<file path="config.mk">
export PLATFORM = sky130hd
export DESIGN_NAME = uart_frame_rx
export DESIGN_NICKNAME = d
export VERILOG_FILES = /design/src/rtl/uart_frame_pkg.sv /design/src/rtl/uart_rx_byte.sv /design/src/rtl/uart_frame_rx.sv
export SDC_FILE = /design/constraint.sdc
export NUM_CORES = 1
export LEC_CHECK = 0
export BUFFER_PORTS_ARGS = -buffer_cell sky130_fd_sc_hd__buf_2
export CORE_MARGIN = 2
export CORE_UTILIZATION = 60
export DETAILED_ROUTE_END_ITERATION = 8
export HOLD_SLACK_MARGIN = 0.08
export PLACE_DENSITY_LB_ADDON = 0.05
export SLEW_MARGIN = 20
export SYNTH_ARGS = -nofsm -noshare
export SYNTH_HDL_FRONTEND = slang
export SYNTH_SLANG_ARGS = --single-unit
</file>
<file path="constraint.sdc">
create_clock -name CLK -period 2.5 [get_ports CLK]
set_input_delay 0.5 -clock CLK [delete_from_list [all_inputs] [get_ports CLK]]
set_output_delay 0.5 -clock CLK [all_outputs]
set_load 0.01 [all_outputs]
</file>
<file path="src/rtl/uart_frame_pkg.sv">
// Shared constants, state encodings and sizing helpers for the UART frame receiver.
package uart_frame_pkg;

  localparam logic [7:0] SYNC_BYTE = 8'hA5;

  typedef enum logic [1:0] {
    ST_HUNT,
    ST_LEN,
    ST_PAYLOAD,
    ST_CSUM
  } parser_state_e;

  typedef enum logic [1:0] {
    RX_IDLE,
    RX_START,
    RX_DATA,
    RX_STOP
  } rx_state_e;

  // Width able to hold every value 0..max_payload (LEN and payload indices).
  function automatic int idx_width(input int max_payload);
    return $clog2(max_payload + 1);
  endfunction

endpackage

</file>
<file path="src/rtl/uart_rx_byte.sv">
// 8N1 byte deserialiser: 2-FF synchroniser, mid-bit sampling, byte strobe and
// framing-error pulse, both registered and one cycle wide.
module uart_rx_byte
  import uart_frame_pkg::*;
#(
  parameter int CLKS_PER_BIT = 347
) (
  input  logic       clk_i,
  input  logic       rst_i,
  input  logic       rxd_i,
  output logic [7:0] data_o,
  output logic       strobe_o,
  output logic       framing_err_o
);

  localparam int CNT_W = $clog2(CLKS_PER_BIT);
  localparam logic [CNT_W-1:0] HALF_M1 = CNT_W'(CLKS_PER_BIT / 2 - 1);
  localparam logic [CNT_W-1:0] FULL_M1 = CNT_W'(CLKS_PER_BIT - 1);
  localparam logic [CNT_W-1:0] CNT_ONE = CNT_W'(1);

  logic [1:0]       sync_q;
  logic             prev_q;
  rx_state_e        state_q, state_d;
  logic [CNT_W-1:0] cnt_q, cnt_d;
  logic [2:0]       bit_q, bit_d;
  logic [7:0]       shift_q, shift_d;
  logic             strobe_q, strobe_d;
  logic             ferr_q, ferr_d;
  logic             rx_s;

  assign rx_s          = sync_q[1];
  assign data_o        = shift_q;
  assign strobe_o      = strobe_q;
  assign framing_err_o = ferr_q;

  always_comb begin
    state_d  = state_q;
    cnt_d    = cnt_q + CNT_ONE;
    bit_d    = bit_q;
    shift_d  = shift_q;
    strobe_d = 1'b0;
    ferr_d   = 1'b0;
    case (state_q)
      RX_IDLE: begin
        cnt_d = '0;
        if (prev_q && !rx_s) state_d = RX_START;
      end
      RX_START: begin
        // Half a bit in: a line that is high again was only a glitch.
        if (cnt_q == HALF_M1) begin
          cnt_d   = '0;
          bit_d   = 3'd0;
          state_d = rx_s ? RX_IDLE : RX_DATA;
        end
      end
      RX_DATA: begin
        if (cnt_q == FULL_M1) begin
          cnt_d   = '0;
          shift_d = {rx_s, shift_q[7:1]};
          bit_d   = bit_q + 3'd1;
          if (bit_q == 3'd7) state_d = RX_STOP;
        end
      end
      RX_STOP: begin
        if (cnt_q == FULL_M1) begin
          cnt_d   = '0;
          state_d = RX_IDLE;
          if (rx_s) strobe_d = 1'b1;
          else      ferr_d   = 1'b1;
        end
      end
      default: state_d = RX_IDLE;
    endcase
  end

  always_ff @(posedge clk_i) begin
    if (rst_i) begin
      sync_q   <= 2'b11;
      prev_q   <= 1'b1;
      state_q  <= RX_IDLE;
      cnt_q    <= '0;
      bit_q    <= 3'd0;
      shift_q  <= 8'h00;
      strobe_q <= 1'b0;
      ferr_q   <= 1'b0;
    end else begin
      sync_q   <= {sync_q[0], rxd_i};
      prev_q   <= rx_s;
      state_q  <= state_d;
      cnt_q    <= cnt_d;
      bit_q    <= bit_d;
      shift_q  <= shift_d;
      strobe_q <= strobe_d;
      ferr_q   <= ferr_d;
    end
  end

endmodule

</file>
<file path="src/rtl/uart_frame_rx.sv">
// Frame receiver: hunts for SYNC, captures a LEN-prefixed payload, checks the XOR
// checksum and releases good frames from a single buffer as a byte stream.
module uart_frame_rx
  import uart_frame_pkg::*;
#(
  parameter int CLKS_PER_BIT = 347,
  parameter int MAX_PAYLOAD  = 16,
  parameter int TIMEOUT_BITS = 20
) (
  input  logic       CLK,
  input  logic       RESET,
  input  logic       RXD,
  output logic [7:0] FRAME_DATA,
  output logic       FRAME_VALID,
  input  logic       FRAME_READY,
  output logic       FRAME_LAST,
  output logic       BUSY,
  output logic       CSUM_ERR,
  output logic       LEN_ERR,
  output logic       FRAMING_ERR,
  output logic       TIMEOUT,
  output logic       OVERRUN
);

  localparam int IDX_W    = idx_width(MAX_PAYLOAD);
  localparam int AW       = (MAX_PAYLOAD > 1) ? $clog2(MAX_PAYLOAD) : 1;
  localparam int TO_LIMIT = TIMEOUT_BITS * CLKS_PER_BIT;
  localparam int TO_W     = $clog2(TO_LIMIT + 1);
  localparam logic [IDX_W-1:0] IDX_ONE = IDX_W'(1);
  localparam logic [TO_W-1:0]  TO_ONE  = TO_W'(1);
  localparam logic [TO_W-1:0]  TO_LAST = TO_W'(TO_LIMIT - 1);
  localparam logic [7:0]       MAX_LEN = 8'(MAX_PAYLOAD);

  logic [7:0]       rx_data;
  logic             rx_strobe;
  logic             rx_ferr;

  parser_state_e    state_q, state_d;
  logic [IDX_W-1:0] len_q, len_d;
  logic [IDX_W-1:0] idx_q, idx_d;
  logic [7:0]       xor_q, xor_d;
  logic             drop_q, drop_d;
  logic             full_q, full_d;
  logic [IDX_W-1:0] rd_q, rd_d;
  logic [IDX_W-1:0] out_len_q, out_len_d;
  logic [TO_W-1:0]  to_cnt_q, to_cnt_d;
  logic             csum_err_q, csum_err_d;
  logic             len_err_q, len_err_d;
  logic             timeout_q, timeout_d;
  logic             overrun_q, overrun_d;
  logic [7:0]       buf_q [MAX_PAYLOAD];
  logic             buf_we;
  logic             last_c;
  logic             final_hs;
  logic             to_hit;

  uart_rx_byte #(
    .CLKS_PER_BIT (CLKS_PER_BIT)
  ) u_rx (
    .clk_i         (CLK),
    .rst_i         (RESET),
    .rxd_i         (RXD),
    .data_o        (rx_data),
    .strobe_o      (rx_strobe),
    .framing_err_o (rx_ferr)
  );

  // Stream handshake: a byte moves when FRAME_VALID && FRAME_READY at a rising CLK;
  // while VALID is high and READY low, DATA and LAST hold their values.
  assign last_c      = (rd_q == out_len_q - IDX_ONE);
  assign final_hs    = full_q && FRAME_READY && last_c;
  assign FRAME_VALID = full_q;
  assign FRAME_DATA  = full_q ? buf_q[rd_q[AW-1:0]] : 8'h00;
  assign FRAME_LAST  = full_q && last_c;
  assign BUSY        = (state_q != ST_HUNT) || full_q;
  assign CSUM_ERR    = csum_err_q;
  assign LEN_ERR     = len_err_q;
  assign FRAMING_ERR = rx_ferr;
  assign TIMEOUT     = timeout_q;
  assign OVERRUN     = overrun_q;

  assign to_hit = (state_q != ST_HUNT) && !rx_strobe && (to_cnt_q == TO_LAST);

  always_comb begin
    state_d    = state_q;
    len_d      = len_q;
    idx_d      = idx_q;
    xor_d      = xor_q;
    drop_d     = drop_q;
    full_d     = full_q;
    rd_d       = rd_q;
    out_len_d  = out_len_q;
    to_cnt_d   = to_cnt_q;
    csum_err_d = 1'b0;
    len_err_d  = 1'b0;
    timeout_d  = 1'b0;
    overrun_d  = 1'b0;
    buf_we     = 1'b0;

    // The strobe cycle itself counts as the first cycle of the inter-byte gap.
    if (rx_strobe)              to_cnt_d = TO_ONE;
    else if (state_q == ST_HUNT) to_cnt_d = '0;
    else                        to_cnt_d = to_cnt_q + TO_ONE;

    if (full_q && FRAME_READY) begin
      if (last_c) full_d = 1'b0;
      else        rd_d   = rd_q + IDX_ONE;
    end

    if (rx_ferr) begin
      state_d = ST_HUNT;
    end else if (to_hit) begin
      timeout_d = 1'b1;
      state_d   = ST_HUNT;
    end else if (rx_strobe) begin
      case (state_q)
        ST_HUNT: begin
          if (rx_data == SYNC_BYTE) begin
            state_d = ST_LEN;
            // A buffer emptied by this very cycle's last handshake is free.
            drop_d  = full_q && !final_hs;
          end
        end
        ST_LEN: begin
          if (rx_data == 8'h00 || rx_data > MAX_LEN) begin
            len_err_d = 1'b1;
            state_d   = ST_HUNT;
          end else begin
            len_d   = rx_data[IDX_W-1:0];
            xor_d   = rx_data;
            idx_d   = '0;
            state_d = ST_PAYLOAD;
          end
        end
        ST_PAYLOAD: begin
          buf_we = !drop_q;
          xor_d  = xor_q ^ rx_data;
          if (idx_q == len_q - IDX_ONE) state_d = ST_CSUM;
          else                          idx_d   = idx_q + IDX_ONE;
        end
        ST_CSUM: begin
          state_d = ST_HUNT;
          if (rx_data != xor_q) begin
            csum_err_d = 1'b1;
          end else if (drop_q) begin
            overrun_d = 1'b1;
          end else begin
            full_d    = 1'b1;
            rd_d      = '0;
            out_len_d = len_q;
          end
        end
        default: state_d = ST_HUNT;
      endcase
    end
  end

  always_ff @(posedge CLK) begin
    if (RESET) begin
      state_q    <= ST_HUNT;
      len_q      <= '0;
      idx_q      <= '0;
      xor_q      <= 8'h00;
      drop_q     <= 1'b0;
      full_q     <= 1'b0;
      rd_q       <= '0;
      out_len_q  <= '0;
      to_cnt_q   <= '0;
      csum_err_q <= 1'b0;
      len_err_q  <= 1'b0;
      timeout_q  <= 1'b0;
      overrun_q  <= 1'b0;
    end else begin
      state_q    <= state_d;
      len_q      <= len_d;
      idx_q      <= idx_d;
      xor_q      <= xor_d;
      drop_q     <= drop_d;
      full_q     <= full_d;
      rd_q       <= rd_d;
      out_len_q  <= out_len_d;
      to_cnt_q   <= to_cnt_d;
      csum_err_q <= csum_err_d;
      len_err_q  <= len_err_d;
      timeout_q  <= timeout_d;
      overrun_q  <= overrun_d;
    end
  end

  always_ff @(posedge CLK) begin
    if (buf_we) buf_q[idx_q[AW-1:0]] <= rx_data;
  end

endmodule

</file>
After elaboration in Yosys (flattened, before gate mapping)
Memory sizes are Yosys's and may differ from the RTL's. A register that Yosys moved wholly into a read port is not among the register bits. Cells that the tools add are included.

Bits in read-only memories: 0. Memories kept: 1. Latch bits: 0. Register bits: 76. Bits in writable memories: 128. Bits of input ports: 4.

Memories: buf_q (depth 16, width 8, read ports 1, clocked after memory_dff 1, wr ports 1, line uart_frame_rx.sv:51) `logic [7:0] buf_q [MAX_PAYLOAD];`.

Multipliers: 0. Div/mod/pow operators: 0. Bitwise operators: 11. $add $sub $neg: 7. Mux-type cells: 54. Equality and inequality tests: 23. Reductions and logical operators: 36. Magnitude comparators: 1. Shift operators: 0.

Operators with widths (number): 5-bit 2-to-1 mux (10); 9-bit case mux with 3 select lines (1); 1-bit 2-to-1 mux (22); 5-bit AND reduction (4); 2-bit 2-to-1 mux (9); 9-bit 2-to-1 mux (2); 8-bit 2-to-1 mux (2); 2-bit case mux with 4 select lines (2); 8-bit case mux with 2 select lines (1); 13-bit by 1-bit adder with 13-bit output, second input constant (1); 13-bit equality test, second input constant (1); 2-bit by 1-bit inequality test with 1-bit output, second input constant (6); 6-bit AND reduction (2); 5-bit by 1-bit adder with 5-bit output, second input constant (2); 5-bit equality test (2); 1-bit NOT (10); 5-bit case mux with 2 select lines (1); 5-bit OR reduction (2); 5-bit by 1-bit subtractor with 5-bit output, second input constant (2); 9-bit by 1-bit adder with 9-bit output, second input constant (1); 9-bit by 8-bit equality test with 1-bit output, second input constant (1); 9-bit equality test, second input constant (1); 3-bit OR reduction (3); 2-bit equality test, second input constant (4); 21 further kinds (40).

Depth between registers and ports, before layout
Gate-level depths: netlist (run 1).

Depth in word-level cells: 11. Gate-level depth with buffers: 8. Mapped depth without buffers: 7.

By module
A second synthesis (run 1) with hierarchy kept.

Cell total of the unflattened synthesis: 639. Area total of the unflattened synthesis: 8788.4 µm².

Modules (own cells, without submodules): uart_frame_rx (times used 1, area each 7631.1 µm², sequential area each 4824.6 µm², cells an instance 524); uart_rx_byte (times used 1, area each 1157.4 µm², sequential area each 540.5 µm², cells an instance 115).

Worst setup path before layout (run 1)
No wires, ideal clock.

Path kind: register to output. From: register out_len_q[0]. To: output FRAME_LAST. Slack: 0.174 ns. Buffers on the path: 1. Arrival time: 1.826 ns. Stages on the path, launching flop included: 8. Cell sequence: dfxtp_1 inv_1 ha_1 nor2b_1 or3_1 a311oi_1 buf_2 and2_1.

Cells in the longest elaborated chain, start to end: 3.

RTL lines: from (decl) (line uart_frame_rx.sv:45) `logic [IDX_W-1:0] out_len_q, out_len_d;`; from (signal assigned) (line uart_frame_rx.sv:181) `out_len_q <= out_len_d;`; 5-bit by 1-bit subtractor with 5-bit output (line uart_frame_rx.sv:70) `assign last_c = (rd_q == out_len_q - IDX_ONE);`; 5-bit equality test (line uart_frame_rx.sv:70); 1-bit logical AND (line uart_frame_rx.sv:74) `assign FRAME_LAST = full_q && last_c;`; to (decl) (line uart_frame_rx.sv:16) `output logic FRAME_LAST,`.

No other way between the ends.

==> results of run 1 <==
flip-flops by register name, indices dropped and copies added, names as in the netlist, 3 cells and up, named ones only:
| name | cells |
|---|---|
| rd_q | 5 |
| to_cnt_q | 13 |
| len_q | 5 |
| xor_q | 8 |
| idx_q | 5 |
| u_rx.data_o | 8 |
| u_rx.bit_q | 3 |
| u_rx.cnt_q | 9 |
| buf_q | 128 |
| out_len_q | 5 |
Yosys cell counts (3+ instances only):
master / count / share of area, %
nor3_1: 9 / 0.51
ha_1: 17 / 2.4
and2_1: 13 / 0.92
nor3b_1: 3 / 0.26
or3_1: 12 / 0.85
o211a_1: 6 / 0.68
or2_2: 6 / 0.43
nand2_1: 28 / 1.2
buf_6: 3 / 0.38
a21oi_1: 16 / 0.91
nand2b_1: 7 / 0.50
nor4bb_1: 3 / 0.34
nor2_1: 69 / 2.9
o21ai_0: 12 / 0.68
xor2_1: 17 / 1.7
edfxtp_1: 128 / 44
and3_1: 5 / 0.36
nand3_1: 14 / 0.80
buf_2: 11 / 0.63
nor2b_1: 9 / 0.64
clkbuf_1: 15 / 0.64
o211ai_1: 3 / 0.26
xnor2_1: 20 / 2.0
a31oi_1: 6 / 0.43
mux4_2: 40 / 10
mux2i_1: 18 / 2.0
a21boi_1: 3 / 0.26
nand4_1: 14 / 0.99
a21o_1: 6 / 0.51
inv_1: 15 / 0.64
nor4_1: 3 / 0.21
dfxtp_1: 76 / 17
per-stage QoR:
step / util [%] / TNS (ps) / cells
floorplan: - / 0 / 643
finish: 69.3 / -3040 / 889
global placement: 64.3 / 0 / 848
detailed placement: 64.3 / 0 / 848
global route: 69.3 / -3600 / 889
CTS: 69.2 / -3270 / 888
per-layer routing:
metal | track usage (%) | vias up | part of all wire (%)
li1 | - | 2507 | -
met1 | 31.5 | 2664 | 41
met2 | 41.9 | 125 | 52
met3 | 3.08 | 25 | 5.1
met4 | 5.36 | 0 | 1.6
met5 | 0 | - | 0
cell type report:
cell class	instances	area, µm²	share of cell area, %
flip-flops and latches	204	5370	53.7
well taps	184	230	2.30
inverters	15	56.3	0.563
repair buffers	60	503	5.03
clock buffers	28	552	5.52
multi-input cells	390	3230	32.3
clock inverters	8	62.6	0.626
power by group through the flow:
stage / Clock (mW) / Combinational, mW / Sequential [mW]
2_1_floorplan: 0 / 0.0549 / 3.62
3_3_place_gp: 0 / 0.0689 / 3.62
3_5_place_dp: 0 / 0.0741 / 3.62
4_1_cts: 2.87 / 0.0747 / 3.55
5_1_grt: 3.01 / 0.0853 / 3.55
6_report: 2.81 / 0.0751 / 3.55
how the worst max path moves through the flow:
| stage | startpoint | endpoint | slack [ps] | cells after the start |
|---|---|---|---|---|
| final | rd_q[0]$_SDFF_PP0_ | FRAME_DATA[4] | -410 | 5 |
| after global placement | rd_q[0]$_SDFF_PP0_ | FRAME_DATA[6] | 110 | 5 |
| after detailed placement | rd_q[0]$_SDFF_PP0_ | FRAME_DATA[6] | 50 | 5 |
| after global routing | rd_q[0]$_SDFF_PP0_ | FRAME_DATA[2] | -460 | 5 |
| after floorplan | out_len_q[0]$_SDFFE_PP0P_ | FRAME_LAST | 170 | 7 |
| after CTS | rd_q[0]$_SDFF_PP0_ | FRAME_DATA[1] | -430 | 5 |
kinds of logic after synthesis:
family | Yosys count | synth area share [%]
AOI/OAI and AO/OA | 67 | 5.10
xor gates and xnor gates | 37 | 3.68
adders and majority gates | 17 | 2.42
buffers and inverters | 49 | 2.60
DFF | 204 | 61.0
muxes | 59 | 12.5
and+or+nand+nor | 210 | 12.8
worst max-delay path: stages (launching register included):
cell,delay [ps]
dfxtp_4,440
buf_12,160
mux4_2,510
mux4_2,500
and2_1,180
buf_2,140
timing repair:
item	in CTS	in global routing
pin swaps	2	0
buffers inserted	3	0
gates cloned	1	1
endpoints found under the setup margin	9	9
resized for setup	10	0
==> key figures, run 1 <==
Timing
  – Post-layout min period: 2910 ps
  – Unrepaired setup endpoints after global routing: true
  – Fin. Hold Viols: 0
  – Max transition margin: between 50% and 60%
  – Fin worst setup slack: -406 ps
  – Fin. max-slew vios: 0
  – Fmax: 344 MHz
  – Skew final: 11.8 ps
  – Least-Margin Pin Slew: 598 ps
  – Fin crit share: 116%
  – Final count of negative-setup-slack endpoints: 8
  – Hold Worst Slack: approximately 210 ps

Global route
  – Initial antenna violation count: 0
  – Number of global-route vias before repair: about 5,400
  – Global-route wire length before repair: slightly below 30 mm
  – Total congestion overflow: 0
  – GRT Overall Usage: approximately a quarter
  – Largest net degree at the start of global routing: 37

Finish
  – Fin nets: 713
  – Most frequent cells in the layout: 128 x edfxtp_1, 73 x dfxtp_1, 69 x nor2_1
  – Fraction of layout cells with a size suffix above 1: a little over a fifth
  – Commonest non-fill, non-tap cell in the layout: edfxtp_1
  – Area delta synth->final: 13.6%
  – Fin area: 10,000 µm²
  – Fillers: 1,028
  – Diode count: 0

Logic synthesis
  – Ys async rst share: 0%
  – Synth Register Bits: 204
  – Ys Warns: 0
  – EDFF count, synth: between 100 and 150
  – Top_reg_cell synth: edfxtp_1
  – Cells after synthesis: 643
  – Unique cell type count in the Yosys netlist: 59
  – Syn_nets: 664
  – Average size of a mapped cell: about 14 µm²
  – Synthesized area: 8800 µm²
  – Sequential area share after synthesis: about three fifths

Clock network
  – TritonCTS Buffers: 21
  – Clock Sink Count: 204
  – Clock buffer depth: 3
  – Clk_lat worst skew: 480 ps
  – CTS tree: done
  – Clk pin slew, worst setup/hold paths: 60 ps
  – Cts hold-fix bufs: 0
  – Clk Tree Root Cell: clkbuf_16
  – H-Tree Depth: 1

Pwr
  – Logic gate share of total power: under 10%
  – Max IR drop VDD: 0.445 mV
  – Tot Pwr: 6.44 mW
  – Reg power frac: 55.1%
  – Power per cell area: 644 nW/µm²
  – Sw frac: between 10% and 20%
  – Clock network power share: between 40% and 50%
  – LEAKAGE: between 3 and 4 nW
  – Sw power: 1.23 mW
  – Int Pwr: 5.21 mW

Critical path
  – WP data arrival: 2410 ps
  – R2r worst-path depth: 5
  – Worst Setup Start Kind: register
  – R2r setup slk: ~370 ps
  – Worst EP required: 2000 ps
  – Reg2reg end: rd_q[1]$_SDFF_PP0_
  – Crit path kind: reg -> out
  – Setup crit end kind: primary output
  – R2R Path Start: u_rx.data_o[1]$_SDFFE_PP0P_
  – Critical path fanouts, max: 7

Placed design
  – Post-DP Area: just over 9000 µm²
  – DP HPWL: 11.7 mm
  – Port Buffers: 19
  – Placer Congestion: 0.810
  – DP Worst Slack: 48.6 ps

Run status
  – Failing checks: negative setup slack
  – Status: finished with violations

Floorplan
  – Std cell rows: 44
  – # IOs: 20
  – CORE AREA: 14,400 µm²
  – Die H: between 100 and 150 µm
  – Die Width: 125 µm
  – Die area: 15,700 µm²
  – Initial core utilization: around three fifths

Detailed routing
  – Post-route ant nets: 0
  – Via count: 5,321
  – Final wirelength: between 15 and 20 mm
  – Pre-antenna DRT Iters: 5
  – Drc violations: 0
  – 1st-iter DRT viols: 490
  – Wire length per cell: between 20 and 25 µm
  – Vias per cell: 5.99

Hold path
  – Worst Hold End: u_rx.sync_q[0]$_SDFF_PP1_
  – HP Start: RXD
  – Hold Crit Depth: 2
  – Tightest Hold Check Type: in -> reg

Job
  – Maxcap violations: 0
Power figures use the tool's default switching activity.
==> run 2, diff against run 1 <==
--- a/config.mk
+++ b/config.mk
@@ -11,6 +11,7 @@
 export DETAILED_ROUTE_END_ITERATION = 8
 export HOLD_SLACK_MARGIN = 0.08
 export PLACE_DENSITY_LB_ADDON = 0.05
+export SKIP_LAST_GASP = 1
 export SLEW_MARGIN = 20
 export SYNTH_ARGS = -nofsm -noshare
 export SYNTH_HDL_FRONTEND = slang
==> key figures, run 2 (same netlist as run 1, synthesis figures left out) <==
Run status
  – Status: finished with violations
  – Failing checks: negative setup slack

Clock network
  – Clk_lat worst skew: 480 ps (about the same)
  – Clk Tree Root Cell: clkbuf_16
  – Clk pin slew, worst setup/hold paths: 60 ps (about the same)
  – TritonCTS Buffers: 21 (unchanged)
  – Clock Sink Count: 204 (unchanged)
  – Clock buffer depth: 3 (unchanged)
  – CTS tree: done
  – H-Tree Depth: 1 (unchanged)

Timing
  – Fin. max-slew vios: 0 (unchanged)
  – Skew final: 10.1 ps (-1.77 ps)
  – Max transition margin: 60.4% (+0.56 points)
  – Fin worst setup slack: -406 ps (+0.228 ps)
  – Fmax: 344 MHz (about the same)
  – Unrepaired setup endpoints after global routing: true
  – Fin crit share: 116% (about the same)
  – Post-layout min period: 2910 ps (-0.228 ps)
  – Final count of negative-setup-slack endpoints: 8 (unchanged)
  – Least-Margin Pin Slew: 590 ps (-8.31 ps)
  – Fin. Hold Viols: 0 (unchanged)

Placed design
  – DP HPWL: 11.7 mm (unchanged)
  – DP Worst Slack: 48.6 ps (unchanged)
  – Placer Congestion: 0.810 (unchanged)
  – Port Buffers: 19 (unchanged)

Detailed routing
  – Final wirelength: 18.0 mm (about the same)
  – Vias per cell: 5.98 (about the same)
  – Pre-antenna DRT Iters: 5 (unchanged)
  – Wire length per cell: 20.3 µm (about the same)
  – 1st-iter DRT viols: 481 (-1.8%)
  – Drc violations: 0 (unchanged)
  – Post-route ant nets: 0 (unchanged)
  – Via count: 5,319 (-0.038%)

Critical path
  – Worst path buffer plus inverter count: 2 (unchanged)
  – Setup crit end kind: primary output
  – CP top delay family: multiplexers
  – Worst EP required: 2000 ps (about the same)
  – WP data arrival: 2410 ps (about the same)
  – Crit path kind: reg -> out
  – Critical path fanouts, max: 7 (unchanged)
  – R2R Path Start: u_rx.data_o[1]$_SDFFE_PP0P_
  – R2r worst-path depth: 5 (unchanged)
  – CP max-delay cell: mux4_2
  – Slowest stage delay, CP: 510 ps (about the same)
  – Worst Setup Start Kind: register
  – Most used cell, CP: mux4_2
  – Worst-path cell chain: buf_12 > mux4_2 > mux4_2 > and2_1 > buf_2
  – R2r setup slk: 360 ps (about the same)
  – Reg2reg end: rd_q[1]$_SDFF_PP0_

Finish
  – Register area: 5370 µm² (unchanged)
  – Fin nets: 713 (unchanged)
  – Diode count: 0 (unchanged)
  – Commonest non-fill, non-tap cell in the layout: edfxtp_1
  – Multi-input gate area: 3230 µm² (unchanged)
  – Fraction of layout cells with a size suffix above 1: 20.9% (unchanged)
  – Area delta synth->final: 13.5% (about the same)
  – Most frequent cells in the layout: 128 x edfxtp_1, 73 x dfxtp_1, 69 x nor2_1
  – Fillers: 1,027 (-0.097%)
  – Max FFs per register: 128 (unchanged)
  – Final Core Density: 69.3% (about the same)

Global route
  – Largest net degree at the start of global routing: 37 (unchanged)
  – GRT Overall Usage: 23.6% (unchanged)
  – Global-route wire length before repair: 29.2 mm (about the same)
  – Total congestion overflow: 0 (unchanged)
  – Initial antenna violation count: 0 (unchanged)
  – Number of global-route vias before repair: 5,443 (-0.018%)

Floorplan
  – # IOs: 20 (unchanged)
  – CORE AREA: 14,400 µm² (unchanged)
  – Die H: 125 µm (unchanged)
  – Std cell rows: 44 (unchanged)
  – Die area: 15,700 µm² (unchanged)
  – Die Width: 125 µm (unchanged)
  – Initial core utilization: 61.0% (unchanged)

Hold path
  – Hold Crit Depth: 2 (unchanged)
  – Worst Hold End: u_rx.sync_q[0]$_SDFF_PP1_
  – Tightest Hold Check Type: in -> reg
  – HP Start: RXD

Pwr
  – Max IR drop VDD: 0.445 mV (about the same)
  – Reg power frac: 55.1% (about the same)
  – Sw power: 1.23 mW (+0.10%)
  – Power per cell area: 644 nW/µm² (about the same)
  – Sw frac: 19.1% (about the same)
  – Clock network power share: 43.7% (about the same)
  – Logic gate share of total power: 1.2% (about the same)
  – Int Pwr: 5.21 mW (about the same)
  – LEAKAGE: 3.56 nW (about the same)
  – Tot Pwr: 6.44 mW (about the same)

Job
  – Maxcap violations: 0 (unchanged)
[run 2: area by class of cell]
cell class	count	area share, %
tap	184	2.30
timing repair buffer	60	4.97
clock buffer	28	5.52
inverter	15	0.563
sequential	204	53.7
multi-input combinational	390	32.3
clock inverter	8	0.626
[run 2: repair_timing]
item,4_1_cts,5_1_grt
gates resized for setup,8,1
hold buffers,0,0
setup buffers,3,0
gates cloned,1,1
pin swaps,2,0
setup endpoints to repair,9,9
[run 2: worst register-to-register path: cells and delay by family, from the launching register on]
family / cells / cell delay (ps)
compound gates: 1 / 170
xor+xnor: 1 / 170
flops: 1 / 550
simple gates: 3 / 1150
[run 2: power by group through the flow]
stage	combinational (mW)	sequential (mW)	clock, mW
after detailed placement	0.0741	3.62	0
after global routing	0.0853	3.55	3.01
final	0.0750	3.55	2.82
after CTS	0.0747	3.55	2.87
after floorplan	0.0549	3.62	0
after global placement	0.0689	3.62	0
[run 2: how the worst max path moves through the flow]
stage          cells past startpoint       endpoint                       from  slack (ps)
5_1_grt                            5  FRAME_DATA[2]         rd_q[0]$_SDFF_PP0_        -450
2_1_floorplan                      7     FRAME_LAST  out_len_q[0]$_SDFFE_PP0P_         170
4_1_cts                            5  FRAME_DATA[1]         rd_q[0]$_SDFF_PP0_        -430
3_3_place_gp                       5  FRAME_DATA[6]         rd_q[0]$_SDFF_PP0_         110
3_5_place_dp                       5  FRAME_DATA[6]         rd_q[0]$_SDFF_PP0_          50
6_report                           5  FRAME_DATA[4]         rd_q[0]$_SDFF_PP0_        -410
[run 2: stage by stage]
step | setup TNS (ps) | cells | cell area (µm²) | hold slack, ps
2_1_floorplan | 0 | 643 | 8800 | 389
3_3_place_gp | 0 | 848 | 9280 | 397
3_5_place_dp | 0 | 848 | 9280 | 410
4_1_cts | -3290 | 888 | 9960 | 198
5_1_grt | -3600 | 889 | 9990 | 210
6_report | -3060 | 889 | 9990 | 211
[run 2: per-layer routing]
metal	track usage, %	part of all wire (%)
met1	31.5	42
met2	41.8	52
met3	3.08	5.0
met4	5.36	1.6
met5	0	0
